**config.mk**
```make
export PLATFORM = sky130hd
export DESIGN_NAME = vga_scan_gen_flat
export DESIGN_NICKNAME = d
export VERILOG_FILES = /design/src/rtl/vga_pkg.sv /design/src/rtl/vga_scan_gen_if.sv /design/src/rtl/vga_pix_div.sv /design/src/rtl/vga_scan_gen.sv /design/src/flat_wrapper.sv
export SDC_FILE = /design/constraint.sdc
export NUM_CORES = 1
export LEC_CHECK = 0
export CAP_MARGIN = 10
export CORE_MARGIN = 4
export CORE_UTILIZATION = 50
export CTS_BUF_LIST = sky130_fd_sc_hd__clkbuf_16
export DETAILED_ROUTE_END_ITERATION = 10
export PLACE_DENSITY = 0.92
export REMOVE_ABC_BUFFERS = 1
export SETUP_SLACK_MARGIN = 0.4
export SYNTH_ARGS = -nofsm -noshare
export SYNTH_HDL_FRONTEND = slang
export SYNTH_HIERARCHICAL = 1
export SYNTH_SLANG_ARGS = --single-unit
```
**constraint.sdc**
```tcl
create_clock -name Clk -period 3.7 [get_ports Clk]
set_input_delay 0.74 -clock Clk [delete_from_list [all_inputs] [get_ports Clk]]
set_output_delay 0.74 -clock Clk [all_outputs]
set_load 0.005 [all_outputs]
```
**src/rtl/vga_pkg.sv**
```systemverilog
// Shared VGA timing defaults, coordinate/colour types and the vertical scan-state encoding.
package vga_pkg;

    localparam int DEF_H_VISIBLE = 640;
    localparam int DEF_H_FP      = 16;
    localparam int DEF_H_SYNC    = 96;
    localparam int DEF_H_BP      = 48;
    localparam int DEF_V_VISIBLE = 480;
    localparam int DEF_V_FP      = 10;
    localparam int DEF_V_SYNC    = 2;
    localparam int DEF_V_BP      = 33;
    localparam int DEF_CLK_DIV   = 2;

    localparam int DEF_H_TOTAL = DEF_H_VISIBLE + DEF_H_FP + DEF_H_SYNC + DEF_H_BP;
    localparam int DEF_V_TOTAL = DEF_V_VISIBLE + DEF_V_FP + DEF_V_SYNC + DEF_V_BP;

    typedef logic [9:0] coord_t;

    typedef struct packed {
        logic [7:0] R;
        logic [7:0] G;
        logic [7:0] B;
    } rgb_t;

    typedef enum logic [1:0] {
        ACTIVE,
        VFP,
        VSYNC,
        VBP
    } scan_state_t;

endpackage

```
**src/rtl/vga_scan_gen_if.sv**
```systemverilog
// Raster bus: scan coordinates out to the colour mapper, its colour back in, and the DAC pins.
interface vga_scan_gen_if;
    import vga_pkg::*;

    logic [7:0] Red;
    logic [7:0] Green;
    logic [7:0] Blue;
    coord_t     DrawX;
    coord_t     DrawY;
    logic       pixel_clk;
    logic       pix_en;
    logic       hs;
    logic       vs;
    logic       blank_n;
    logic       sync_n;
    logic       frame_start;
    logic [7:0] VGA_R;
    logic [7:0] VGA_G;
    logic [7:0] VGA_B;

    modport master (
        input  Red, Green, Blue,
        output DrawX, DrawY, pixel_clk, pix_en, hs, vs, blank_n, sync_n,
               frame_start, VGA_R, VGA_G, VGA_B
    );

    modport slave (
        output Red, Green, Blue,
        input  DrawX, DrawY, pixel_clk, pix_en, hs, vs, blank_n, sync_n,
               frame_start, VGA_R, VGA_G, VGA_B
    );

endinterface

```
**src/rtl/vga_pix_div.sv**
```systemverilog
// Divides the system clock into a one-clock pix_en pulse and a ~50% duty pixel_clk.
module vga_pix_div #(
    parameter int CLK_DIV = 2
) (
    input  logic clk,
    input  logic reset_n,
    output logic pix_en,
    output logic pixel_clk
);

    localparam logic [3:0] DIV_LAST = 4'(CLK_DIV - 1);
    localparam logic [3:0] DIV_HALF = 4'(CLK_DIV / 2);

    logic [3:0] div;
    logic [3:0] div_nxt;

    always_comb begin
        div_nxt = (div == DIV_LAST) ? 4'd0 : div + 4'd1;
    end

    // pixel_clk follows the new divider value so it is high for div >= CLK_DIV/2
    always_ff @(posedge clk) begin
        if (!reset_n) begin
            div       <= 4'd0;
            pix_en    <= 1'b0;
            pixel_clk <= 1'b0;
        end else begin
            div       <= div_nxt;
            pix_en    <= (div == DIV_LAST);
            pixel_clk <= (div_nxt >= DIV_HALF);
        end
    end

endmodule

```
**src/rtl/vga_scan_gen.sv**
```systemverilog
// Raster scan generator: scan counters, registered HS/VS/blank and blank-gated DAC colour.
// Optional macro VGA_PIPE_ALIGN_EN adds a one-pixel stage on syncs/blank and registers mapper colour.
module vga_scan_gen
    import vga_pkg::*;
#(
    parameter int H_VISIBLE = DEF_H_VISIBLE,
    parameter int H_FP      = DEF_H_FP,
    parameter int H_SYNC    = DEF_H_SYNC,
    parameter int H_BP      = DEF_H_BP,
    parameter int V_VISIBLE = DEF_V_VISIBLE,
    parameter int V_FP      = DEF_V_FP,
    parameter int V_SYNC    = DEF_V_SYNC,
    parameter int V_BP      = DEF_V_BP,
    parameter int CLK_DIV   = DEF_CLK_DIV
) (
    input  logic           Clk,
    input  logic           Reset_n,
    vga_scan_gen_if.master vga
);

    localparam int H_TOTAL = H_VISIBLE + H_FP + H_SYNC + H_BP;
    localparam int V_TOTAL = V_VISIBLE + V_FP + V_SYNC + V_BP;

    localparam coord_t H_LAST    = coord_t'(H_TOTAL - 1);
    localparam coord_t V_LAST    = coord_t'(V_TOTAL - 1);
    localparam coord_t H_ACT_END = coord_t'(H_VISIBLE);
    localparam coord_t HS_START  = coord_t'(H_VISIBLE + H_FP);
    localparam coord_t HS_END    = coord_t'(H_VISIBLE + H_FP + H_SYNC);
    localparam coord_t V_ACT_END = coord_t'(V_VISIBLE);
    localparam coord_t VS_START  = coord_t'(V_VISIBLE + V_FP);
    localparam coord_t VS_END    = coord_t'(V_VISIBLE + V_FP + V_SYNC);

    if (H_TOTAL > 1024 || V_TOTAL > 1024) begin : g_total_check
        $error("vga_scan_gen: H_TOTAL=%0d / V_TOTAL=%0d do not fit 10-bit counters", H_TOTAL, V_TOTAL);
    end
    if (CLK_DIV < 2 || CLK_DIV > 8) begin : g_div_check
        $error("vga_scan_gen: CLK_DIV=%0d outside 2..8", CLK_DIV);
    end

    logic        pix_en;
    logic        pixel_clk;
    logic        pix_d;
    coord_t      hc;
    coord_t      vc;
    scan_state_t v_state;
    coord_t      draw_x;
    coord_t      draw_y;
    logic        hs_r;
    logic        vs_r;
    logic        blank_r;
    logic        frame_start;
    rgb_t        mapper_rgb;
    rgb_t        vga_rgb;

    vga_pix_div #(
        .CLK_DIV (CLK_DIV)
    ) u_pix_div (
        .clk       (Clk),
        .reset_n   (Reset_n),
        .pix_en    (pix_en),
        .pixel_clk (pixel_clk)
    );

    assign mapper_rgb = {vga.Red, vga.Green, vga.Blue};

    // pix_d marks the clock right after hc/vc moved, when the new position is presented
    always_ff @(posedge Clk) begin
        if (!Reset_n) begin
            hc    <= '0;
            vc    <= '0;
            pix_d <= 1'b0;
        end else begin
            pix_d <= pix_en;
            if (pix_en) begin
                if (hc == H_LAST) begin
                    hc <= '0;
                    vc <= (vc == V_LAST) ? coord_t'(0) : vc + coord_t'(1);
                end else begin
                    hc <= hc + coord_t'(1);
                end
            end
        end
    end

    always_comb begin
        if (vc < V_ACT_END) begin
            v_state = ACTIVE;
        end else if (vc < VS_START) begin
            v_state = VFP;
        end else if (vc < VS_END) begin
            v_state = VSYNC;
        end else begin
            v_state = VBP;
        end
    end

    always_ff @(posedge Clk) begin
        if (!Reset_n) begin
            draw_x      <= '0;
            draw_y      <= '0;
            hs_r        <= 1'b1;
            vs_r        <= 1'b1;
            blank_r     <= 1'b0;
            frame_start <= 1'b0;
        end else begin
            draw_x      <= hc;
            draw_y      <= vc;
            hs_r        <= !((hc >= HS_START) && (hc < HS_END));
            vs_r        <= (v_state != VSYNC);
            blank_r     <= (hc < H_ACT_END) && (v_state == ACTIVE);
            frame_start <= pix_d && (hc == '0) && (vc == '0);
        end
    end

`ifdef VGA_PIPE_ALIGN_EN
    logic hs_d;
    logic vs_d;
    logic blank_d;
    rgb_t rgb_cap;

    // Colour is sampled mid-pixel; syncs and colour then shift together one pixel behind DrawX
    always_ff @(posedge Clk) begin
        if (!Reset_n) begin
            hs_d    <= 1'b1;
            vs_d    <= 1'b1;
            blank_d <= 1'b0;
            rgb_cap <= '0;
            vga_rgb <= '0;
        end else begin
            if (pix_en) begin
                rgb_cap <= mapper_rgb;
            end
            if (pix_d) begin
                hs_d    <= hs_r;
                vs_d    <= vs_r;
                blank_d <= blank_r;
                vga_rgb <= blank_r ? rgb_cap : '0;
            end
        end
    end

    assign vga.hs      = hs_d;
    assign vga.vs      = vs_d;
    assign vga.blank_n = blank_d;
`else
    always_ff @(posedge Clk) begin
        if (!Reset_n) begin
            vga_rgb <= '0;
        end else begin
            vga_rgb <= blank_r ? mapper_rgb : '0;
        end
    end

    assign vga.hs      = hs_r;
    assign vga.vs      = vs_r;
    assign vga.blank_n = blank_r;
`endif

    assign vga.DrawX       = draw_x;
    assign vga.DrawY       = draw_y;
    assign vga.pix_en      = pix_en;
    assign vga.pixel_clk   = pixel_clk;
    assign vga.sync_n      = 1'b0;
    assign vga.frame_start = frame_start;
    assign vga.VGA_R       = vga_rgb.R;
    assign vga.VGA_G       = vga_rgb.G;
    assign vga.VGA_B       = vga_rgb.B;

endmodule

```
**src/flat_wrapper.sv**
```systemverilog
// flat-port wrapper written by rule: the top's interface ports become plain ports
module vga_scan_gen_flat import vga_pkg::*;
#(
    parameter int H_VISIBLE = DEF_H_VISIBLE,
    parameter int H_FP      = DEF_H_FP,
    parameter int H_SYNC    = DEF_H_SYNC,
    parameter int H_BP      = DEF_H_BP,
    parameter int V_VISIBLE = DEF_V_VISIBLE,
    parameter int V_FP      = DEF_V_FP,
    parameter int V_SYNC    = DEF_V_SYNC,
    parameter int V_BP      = DEF_V_BP,
    parameter int CLK_DIV   = DEF_CLK_DIV
)
  (Clk, Reset_n, vga_Red, vga_Green, vga_Blue, vga_DrawX, vga_DrawY, vga_pixel_clk, vga_pix_en, vga_hs, vga_vs, vga_blank_n, vga_sync_n, vga_frame_start, vga_VGA_R, vga_VGA_G, vga_VGA_B);
  vga_scan_gen_if vga_i ();
  input  logic Clk;
  input  logic Reset_n;
  input wire logic [$bits(vga_i.Red)-1:0] vga_Red;
  input wire logic [$bits(vga_i.Green)-1:0] vga_Green;
  input wire logic [$bits(vga_i.Blue)-1:0] vga_Blue;
  output wire logic [$bits(vga_i.DrawX)-1:0] vga_DrawX;
  output wire logic [$bits(vga_i.DrawY)-1:0] vga_DrawY;
  output wire logic [$bits(vga_i.pixel_clk)-1:0] vga_pixel_clk;
  output wire logic [$bits(vga_i.pix_en)-1:0] vga_pix_en;
  output wire logic [$bits(vga_i.hs)-1:0] vga_hs;
  output wire logic [$bits(vga_i.vs)-1:0] vga_vs;
  output wire logic [$bits(vga_i.blank_n)-1:0] vga_blank_n;
  output wire logic [$bits(vga_i.sync_n)-1:0] vga_sync_n;
  output wire logic [$bits(vga_i.frame_start)-1:0] vga_frame_start;
  output wire logic [$bits(vga_i.VGA_R)-1:0] vga_VGA_R;
  output wire logic [$bits(vga_i.VGA_G)-1:0] vga_VGA_G;
  output wire logic [$bits(vga_i.VGA_B)-1:0] vga_VGA_B;
  assign vga_i.Red = vga_Red;
  assign vga_i.Green = vga_Green;
  assign vga_i.Blue = vga_Blue;
  assign vga_DrawX = vga_i.DrawX;
  assign vga_DrawY = vga_i.DrawY;
  assign vga_pixel_clk = vga_i.pixel_clk;
  assign vga_pix_en = vga_i.pix_en;
  assign vga_hs = vga_i.hs;
  assign vga_vs = vga_i.vs;
  assign vga_blank_n = vga_i.blank_n;
  assign vga_sync_n = vga_i.sync_n;
  assign vga_frame_start = vga_i.frame_start;
  assign vga_VGA_R = vga_i.VGA_R;
  assign vga_VGA_G = vga_i.VGA_G;
  assign vga_VGA_B = vga_i.VGA_B;
  vga_scan_gen #(.H_VISIBLE(H_VISIBLE), .H_FP(H_FP), .H_SYNC(H_SYNC), .H_BP(H_BP), .V_VISIBLE(V_VISIBLE), .V_FP(V_FP), .V_SYNC(V_SYNC), .V_BP(V_BP), .CLK_DIV(CLK_DIV)) u_core (.Clk(Clk), .Reset_n(Reset_n), .vga(vga_i));
endmodule
```
# [After elaboration in Yosys (flattened, before gate mapping)]
# Cells that the tools add are included.
[word_totals] mem_bits_ro=0 memories=0 ff_bits=75 elab_cells=45 latch_bits=0 ramBits=0
[classes] n_reduce_logical=10 order_cmp=7 n_eq_ne=4 shift=0 n_mul=0 addsub=3 n_bitwise=0 div=0 mux=6
[op_table] op="less-than comparator 10 x 9 -> 1 bit, second input constant" n=3
[op_table] op="adder 10 x 1 -> 10 bit, second input constant" n=2
[op_table] op="== test 10 bit, second input constant" n=2
[op_table] op="zero test 10 bit" n=2
[op_table] op="less-than comparator 10 bit, second input constant" n=2
[op_table] op="two-way mux 10 bit" n=2
[op_table] op=">= comparator 10 bit, second input constant" n=1
[op_table] op="adder 4 x 1 -> 4 bit, second input constant" n=1
[op_table] op="== test 4 x 1 -> 1 bit, second input constant" n=1
[op_table] op=">= comparator 4 x 1 -> 1 bit, second input constant" n=1
[op_table] op="logical AND 1 bit" n=4
[op_table] op="two-way mux 2 bit" n=2
[op_table] op="two-way mux 4 bit" n=1
[op_table] op="AND reduction 2 bit" n=2
[op_table] op="zero test 2 bit" n=1
[op_table] op="inequality test 2 bit, second input constant" n=1
[op_table] op="zero test 1 bit" n=1
[op_table] op="two-way mux 1 bit" n=1

# [Longest topological paths before layout]
# Gate-level depths: netlist of run 1.
[depth] ltp_word=6 ltp_mapped=7 ltp_nobuf=6

# [Modules after synthesis]
# Netlist of run 1, hierarchy kept.
[modules_own_cells] module="vga_scan_gen" area_per_inst_um2=2393.5 n_inst=1 cells_per_inst=239
[modules_own_cells] module="vga_pix_div" area_per_inst_um2=212.7 n_inst=1 cells_per_inst=22

# [Worst setup path after synthesis of run 1]
# Ideal clock, no wire load.
[synth_timing] kind="register -> register" startpoint="register u_core.hc[0]" endpoint="register u_core.vc[3]" stages_incl_launch_ff=8 path_buffers=2 slack_ns=1.875 synth_period_minus_slack_ns=1.825 t_arrival_ns=1.689 path_cell_list="dfxtp_1 > ha_1 > nand3_1 > or4_1 > clkbuf_2 > clkbuf_1 > o21ai_0 > a21oi_1"
[synth_via] elab_chain_cells=2
[synth_lines] item="from (decl)" line_no="vga_scan_gen.sv:43" text="coord_t hc;"
[synth_lines] item="from (signal assigned)" line_no="vga_scan_gen.sv:79" text="hc <= hc + coord_t'(1);"
[synth_lines] item="== test 10 bit" line_no="vga_scan_gen.sv:75" text="if (hc == H_LAST) begin"
[synth_lines] item="AND reduction 2 bit (no source line)"
[synth_lines] item="to (signal assigned)" line_no="vga_scan_gen.sv:77" text="vc <= (vc == V_LAST) ? coord_t'(0) : vc + coord_t'(1);"
[synth_lines] item="to (decl)" line_no="vga_scan_gen.sv:44" text="coord_t vc;"
# Every way passes these cells.
# A chain may end at the register's enable or synchronous reset.

# [Worst setup path in the final report of run 1]
# Same ends and word-level chain as after synthesis.

==> results of run 1 <==
-- per-layer routing --
metal | track usage [%] | up-vias | share of wire (%)
li1 | - | 1036 | -
met1 | 26.5 | 1081 | 42
met2 | 38.8 | 116 | 49
met3 | 5.83 | 16 | 7.5
met4 | 11.0 | 0 | 2.3
met5 | 0 | - | 0
-- worst min-delay path, stage by stage, from the launching register on --
cell and delay, ns:
dfxtp_1 0.30, nand4b_1 0.09, nor3_1 0.05
-- power by group through the flow --
stage,combinational (mW),clock [mW],sequential [mW]
6_report,0.0886,0.894,0.832
5_1_grt,0.0946,0.937,0.833
4_1_cts,0.0893,0.905,0.832
3_5_place_dp,0.0860,0,0.849
3_3_place_gp,0.0824,0,0.848
2_1_floorplan,0.0166,0,0.851
-- kinds of logic after synthesis --
group           count (synthesis)  synth area share [%]
compound gates                 23                  4.90
xor+xnor                       11                  3.70
fa+ha+maj                       4                  1.92
buf+inv                        21                  3.31
flops                          75                  57.6
mux                             1                 0.432
other cells                     1                 0.144
simple gates                  125                  28.0
-- final timing paths --
check	endpoint	slack, ns	depth (start not counted)
min	u_core/vga.frame_start	0.48	2
max reg2reg	u_core/vc[3]	1.33	5
min reg2reg	u_core/vga.frame_start	0.48	2
max	u_core/vc[3]	1.33	5
-- flip-flops by register name (all words and copies together) (netlist names), 4 cells and up --
signal	flops
u_core/hc	10
u_core/vc	10
u_core/vga.DrawX	10
u_core/vga.DrawY	10
u_core/vga.VGA_B	8
u_core/vga.VGA_G	8
u_core/vga.VGA_R	8
u_core/u_pix_div/div	4
-- synth_stat cells, types with 2 or more instances --
master     instances  area [um^2]
nand2b_1           2         12.5
o21ai_0            9         45.0
clkbuf_2           2         10.0
nand3b_1           2         15.0
nand3_1           10         50.1
or3_1              7         43.8
nand4bb_1          2         22.5
and3_1            27          169
nor4_1             4         25.0
nand2_1           10         37.5
xor2_1             3         26.3
inv_1              7         26.3
nor2_1            16         60.1
nor3_1             3         15.0
ha_1               4         50.1
xnor2_1            8         70.1
a21boi_0           2         15.0
a21oi_1            9         45.0
and2_1            27          169
clkbuf_1          10         37.5
dfxtp_1           75         1500
nand4_1            7         43.8
-- through the flow --
step	util [%]	cells	hold WS [ns]	power (mW)	setup WS (ns)
after floorplan	-	247	0.440	0.867	1.77
after global placement	67.0	394	0.445	0.930	1.21
after detailed placement	67.0	394	0.459	0.935	1.12
after CTS	73.1	410	0.472	1.83	1.37
after global routing	73.1	410	0.498	1.86	1.21
final	73.1	410	0.478	1.81	1.33
-- cell usage in the layout (no fill, tap or decap), types with 8 or more instances in the layout --
cell / netlist / routed
a21oi_1: 9 / 9
and2_1: 27 / 27
and3_1: 27 / 27
clkbuf_16: 0 / 9
clkdlybuf4s50_1: 0 / 75
dfxtp_1: 75 / 75
inv_1: 7 / 8
nand2_1: 10 / 10
nand3_1: 10 / 10
nor2_1: 16 / 16
o21ai_0: 9 / 9
xnor2_1: 8 / 8
-- area by class of cell --
class / count / area (um^2) / area share [%]
flip-flops and latches: 75 / 1500 / 40.5
multi-input cells: 165 / 1020 / 27.5
repair buffers: 77 / 766 / 20.6
clock buffers: 9 / 225 / 6.07
well taps: 70 / 87.6 / 2.36
clock inverters: 7 / 83.8 / 2.26
inverters: 7 / 26.3 / 0.709
==> flow_summary_export.csv, run 1 <==
group,metric,value,unit
timing,hold_viol,0,
power,pwr-share-seq,45.8,%
worst_setup_path,reg2reg_from,"u_core/hc[0]",
floorplan,core,5070,um^2
worst_setup_path,crit_path_top_delay_cell,"or4_1",
cts,cts_inserted_buffers,9,
timing,slew_headroom,34.4,%
cts,cts_buffer_depth,2,
global_routing,grt-ovfl-total,0,
cts,cts-resized-gates,0,
logic_synthesis,synth_edf_count,0,
global_routing,grt_pass1_vias,2194,
worst_setup_path,cp.arrival,2.56,ns
global_routing,grt_usage,22.8,%
logic_synthesis,synthDistinctLibCells,37,
floorplan,placementRows,26,
cts,cts_setup_buffers,0,
hold_path,min-delay-start,"u_core/pix_d",
cts,clkLatencyLatePin,0.33,ns
logic_synthesis,avgSynthCellArea,9.99,um^2
logic_synthesis,yosys_register_bits,75,
worst_setup_path,crit_buf_inv,0,
layout,final_nets,365,
power,p_leak,1.46,nW
run,cap_violations,0,
timing,setup_violations,0,
power,p_per_area,489,nW/um^2
placed_design,gp_congestion,0.843,
layout,final_cell_area,3710,um^2
timing,rsz0062_at_grt,"no",
power,switchingPower,353,uW
global_routing,grt_max_degree,37,
placed_design,dpl_cell_area,3400,um^2
layout,fillCellCount,302,
logic_synthesis,async_reset_ff_share,0,%
timing,slew_violations,0,
worst_setup_path,cp-end-kind,"flop",
power,clkPwrFrac,49.3,%
logic_synthesis,syn_inst,261,
cts,clkTransAtPathRegs,0.06,ns
timing,finalSetupTns,0,ns
power,combPwrFrac,4.9,%
worst_setup_path,crit_path_start_kind,"flop",
routing,first_pass_iters,4,
worst_setup_path,startpoint,"u_core/hc[0]",
timing,fin_crit_sh,64.2,%
layout,antennaDiodeCount,0,
floorplan,die_area,6430,um^2
global_routing,antenna_found_initial,0,
layout,drive_gt1_share,5.29,%
logic_synthesis,yosysWarnings,6,
routing,vias_per_cell,5.49,
worst_setup_path,slowest_delay,0.78,ns
routing,drtIter0Drc,223,
routing,ant_nets,0,
floorplan,pin_count,77,
cts,cts_hold_repair.buffers,0,
placed_design,io_buffers,75,
worst_setup_path,worstPathCellList,"ha_1, nand3_1, or4_1, o21ai_1, a21oi_1",
cts,htreeDepth,3,
timing,worst_pin_slew,0.981,ns
power,intPower,1.46,mW
status,status,"finished clean",
worst_setup_path,critPathKind,"reg2reg",
cts,ctsRootBufferMaster,"clkbuf_16",
worst_setup_path,worst-path-max-fanout,18,
routing,drc,0,
worst_setup_path,crit_required,3.89,ns
power,worst_ir_drop_vdd,0.000360,V
worst_setup_path,critPathTopFamily,"simple AND/OR/NAND/NOR gates",
timing,period_needed,2.37,ns
cts,cts_num_sinks,75,
logic_synthesis,synth-main-ff-cell,"dfxtp_1",
global_routing,grt_first_pass_wirelength,11.2,mm
timing,fmax,421,MHz
logic_synthesis,netlist_area,2610,um^2
power,p_sw_share,19.5,%
routing,drt_wl_total,7.13,mm
placed_design,hpwl,4.22,mm
floorplan,start_util,51.4,%
logic_synthesis,ys_seq_area_share,57.6,%
floorplan,dieWidth,80.2,um
routing,wl_per_cell,17.4,um
timing,fin_worst_skew,0.00632,ns
routing,num_vias,2249,
layout,area_growth,42.3,%
hold_path,hold_path_class,"reg2reg",
floorplan,die_h,80.2,um
cts,tritoncts,"built",
Power figures use the tool's default switching activity.
==> run 2: changes to the inputs <==
- CORE_UTILIZATION: 50 -> 42
- PLACE_DENSITY: 0.92 -> 0.83
- clock period: 3.7 -> 1.95 ns (I/O delays scaled with it)
==> run 2 against run 1 <==
Effect of this change:
- final cell count up 8.0%
- via count rose by 1.8%
- clock power increased by 90%
- critical endpoint is now u_core/vc[7]
- sequential cell count unchanged
- power up 91%
- sequential share of layout area is 3.8 points lower
- die area grew 17%
- combinational power grew 110%
- hold slack better by 0.015 ns
- worst setup slack worse by 1.1 ns
- utilization decreased by 4.2 points
- fmax increased by 38%
==> flow_summary_export.csv, run 2 (synthesis results as in run 1) <==
group,metric,value,unit
floorplan,die_area,7530,um^2
layout,drive_gt1_share,19.0,%
global_routing,grt_max_degree,26,
global_routing,grt_pass1_vias,2298,
cts,cts_inserted_buffers,9,
timing,fmax,580,MHz
layout,finish.cell_count_without_fillers,443,
routing,num_vias,2290,
routing,drc,0,
layout,final_cell_mix,"72 x dfxtp_1, 47 x clkdlybuf4s50_1, 27 x and2_1, 27 x and3_1, 26 x buf_4",
routing,first_pass_iters,4,
worst_setup_path,crit_path_top_delay_cell,"or4_4",
layout,antennaDiodeCount,0,
layout,multi_input_area,1140,um^2
power,worst_ir_drop_vdd,0.000588,V
cts,cts_num_sinks,75,
timing,finalSetupTns,0,ns
floorplan,pin_count,77,
timing,fin_crit_sh,88.4,%
worst_setup_path,crit_buf_inv,1,
placed_design,io_buffers,75,
placed_design,place_inst,417,
cts,clkLatencyLatePin,0.33,ns
timing,period_needed,1.72,ns
floorplan,die_h,86.8,um
cts,tritoncts,"built",
routing,drt_wl_total,7.14,mm
cts,cts_hold_repair.buffers,0,
worst_setup_path,worstPathCellList,"ha_4, nand3_2, or4_4, buf_6, or3_4, a21oi_2",
floorplan,start_util,43.8,%
floorplan,dieWidth,86.8,um
layout,regArea,1510,um^2
placed_design,hpwl,4.46,mm
timing,slew_violations,0,
layout,fillCellCount,411,
cts,htreeDepth,3,
global_routing,grt-ovfl-total,0,
hold_path,hold_path_class,"reg2reg",
run,cap_violations,0,
status,status,"finished clean",
routing,wl_per_cell,16.1,um
layout,final_nets,393,
worst_setup_path,critPathKind,"reg2reg",
floorplan,core,5960,um^2
worst_setup_path,crit_path_start_kind,"flop",
worst_setup_path,critPathTopFamily,"simple AND/OR/NAND/NOR gates",
layout,mostFrequentLayoutCell,"dfxtp_1",
power,p_leak,1.97,nW
worst_setup_path,slowest_delay,0.51,ns
layout,fin_util,68.9,%
global_routing,antenna_found_initial,0,
floorplan,placementRows,28,
routing,drtIter0Drc,191,
power,p_per_area,843,nW/um^2
worst_setup_path,cp.arrival,1.99,ns
timing,hold_viol,0,
timing,fin_worst_skew,0.00651,ns
placed_design,gp_congestion,0.871,
cts,clkTransAtPathRegs,0.06,ns
worst_setup_path,worst-path-max-fanout,7,
worst_setup_path,cp-end-kind,"flop",
layout,area_growth,57.4,%
routing,vias_per_cell,5.17,
cts,cts_buffer_depth,2,
timing,setup_violations,0,
global_routing,grt_usage,19.0,%
cts,ctsRootBufferMaster,"clkbuf_16",
global_routing,grt_first_pass_wirelength,10.9,mm
worst_setup_path,crit_required,2.21,ns
routing,ant_nets,0,
timing,rsz0062_at_grt,"yes",
## run 2: metrics by stage
stage | area, um^2 | power, mW | setup WS, ns | hold WS [ns]
final | 4100 | 3.46 | 0.226 | 0.494
after global routing | 4100 | 3.57 | 0.168 | 0.541
after global placement | 3540 | 1.78 | 0.139 | 0.473
after floorplan | 2550 | 1.65 | 0.0213 | 0.440
after CTS | 3970 | 3.48 | 0.212 | 0.497
after detailed placement | 3540 | 1.78 | 0.0464 | 0.485
## run 2: power breakdown
| group | switching, mW | leakage (nW) | internal [mW] | total, mW |
|---|---|---|---|---|
| sequential | 0.0118 | 0.611 | 1.56 | 1.58 |
| combinational | 0.0689 | 1.21 | 0.114 | 0.183 |
| clock | 0.597 | 0.152 | 1.10 | 1.70 |
## run 2: timing repair
action	in CTS	in global routing
cloned	1	0
endpoints found under the setup margin	25	37
pin swaps	21	5
setup buffers	6	3
gates resized for setup	32	40
## run 2: area by class of cell
type	count	share of cell area, %
Sequential cell	75	36.7
Inverter	7	0.641
Multi-Input combinational cell	165	27.8
Timing Repair Buffer	105	25.0
Tap cell	75	2.29
Clock inverter	7	2.04
Clock buffer	9	5.49
## run 2: worst paths after layout
check | start | to | slack, ns | depth (start not counted)
max | u_core/hc[0] | u_core/vc[7] | 0.23 | 6
min | u_core/u_pix_div/div[0] | u_core/u_pix_div/div[0] | 0.49 | 1
max reg2reg | u_core/hc[0] | u_core/vc[7] | 0.23 | 6
min reg2reg | u_core/u_pix_div/div[0] | u_core/u_pix_div/div[0] | 0.49 | 1
## run 2: layer usage
metal | track usage (%) | part of all wire (%) | up-vias
met3 | 5.89 | 7.6 | 20
met5 | 0 | 0 | -
met1 | 21.2 | 40 | 1074
met4 | 10.1 | 2.4 | 0
li1 | - | - | 1091
met2 | 32.4 | 50 | 105
## run 2: worst reg2reg max path: cells and delay by family (launching register included)
family                   cells  cell delay (ns)
AO/OA/AOI/OAI                1             0.13
adder cells (fa/ha/maj)      1             0.14
AND/OR/NAND/NOR              3             0.91
buffers and inverters        1             0.15
flip-flops                   1             0.35
==> run 3: changes to the inputs <==
- SLEW_MARGIN: not set -> 20
==> results of run 3 <==
Same layout as run 2: the final DEF is identical, and so are final timing and power.
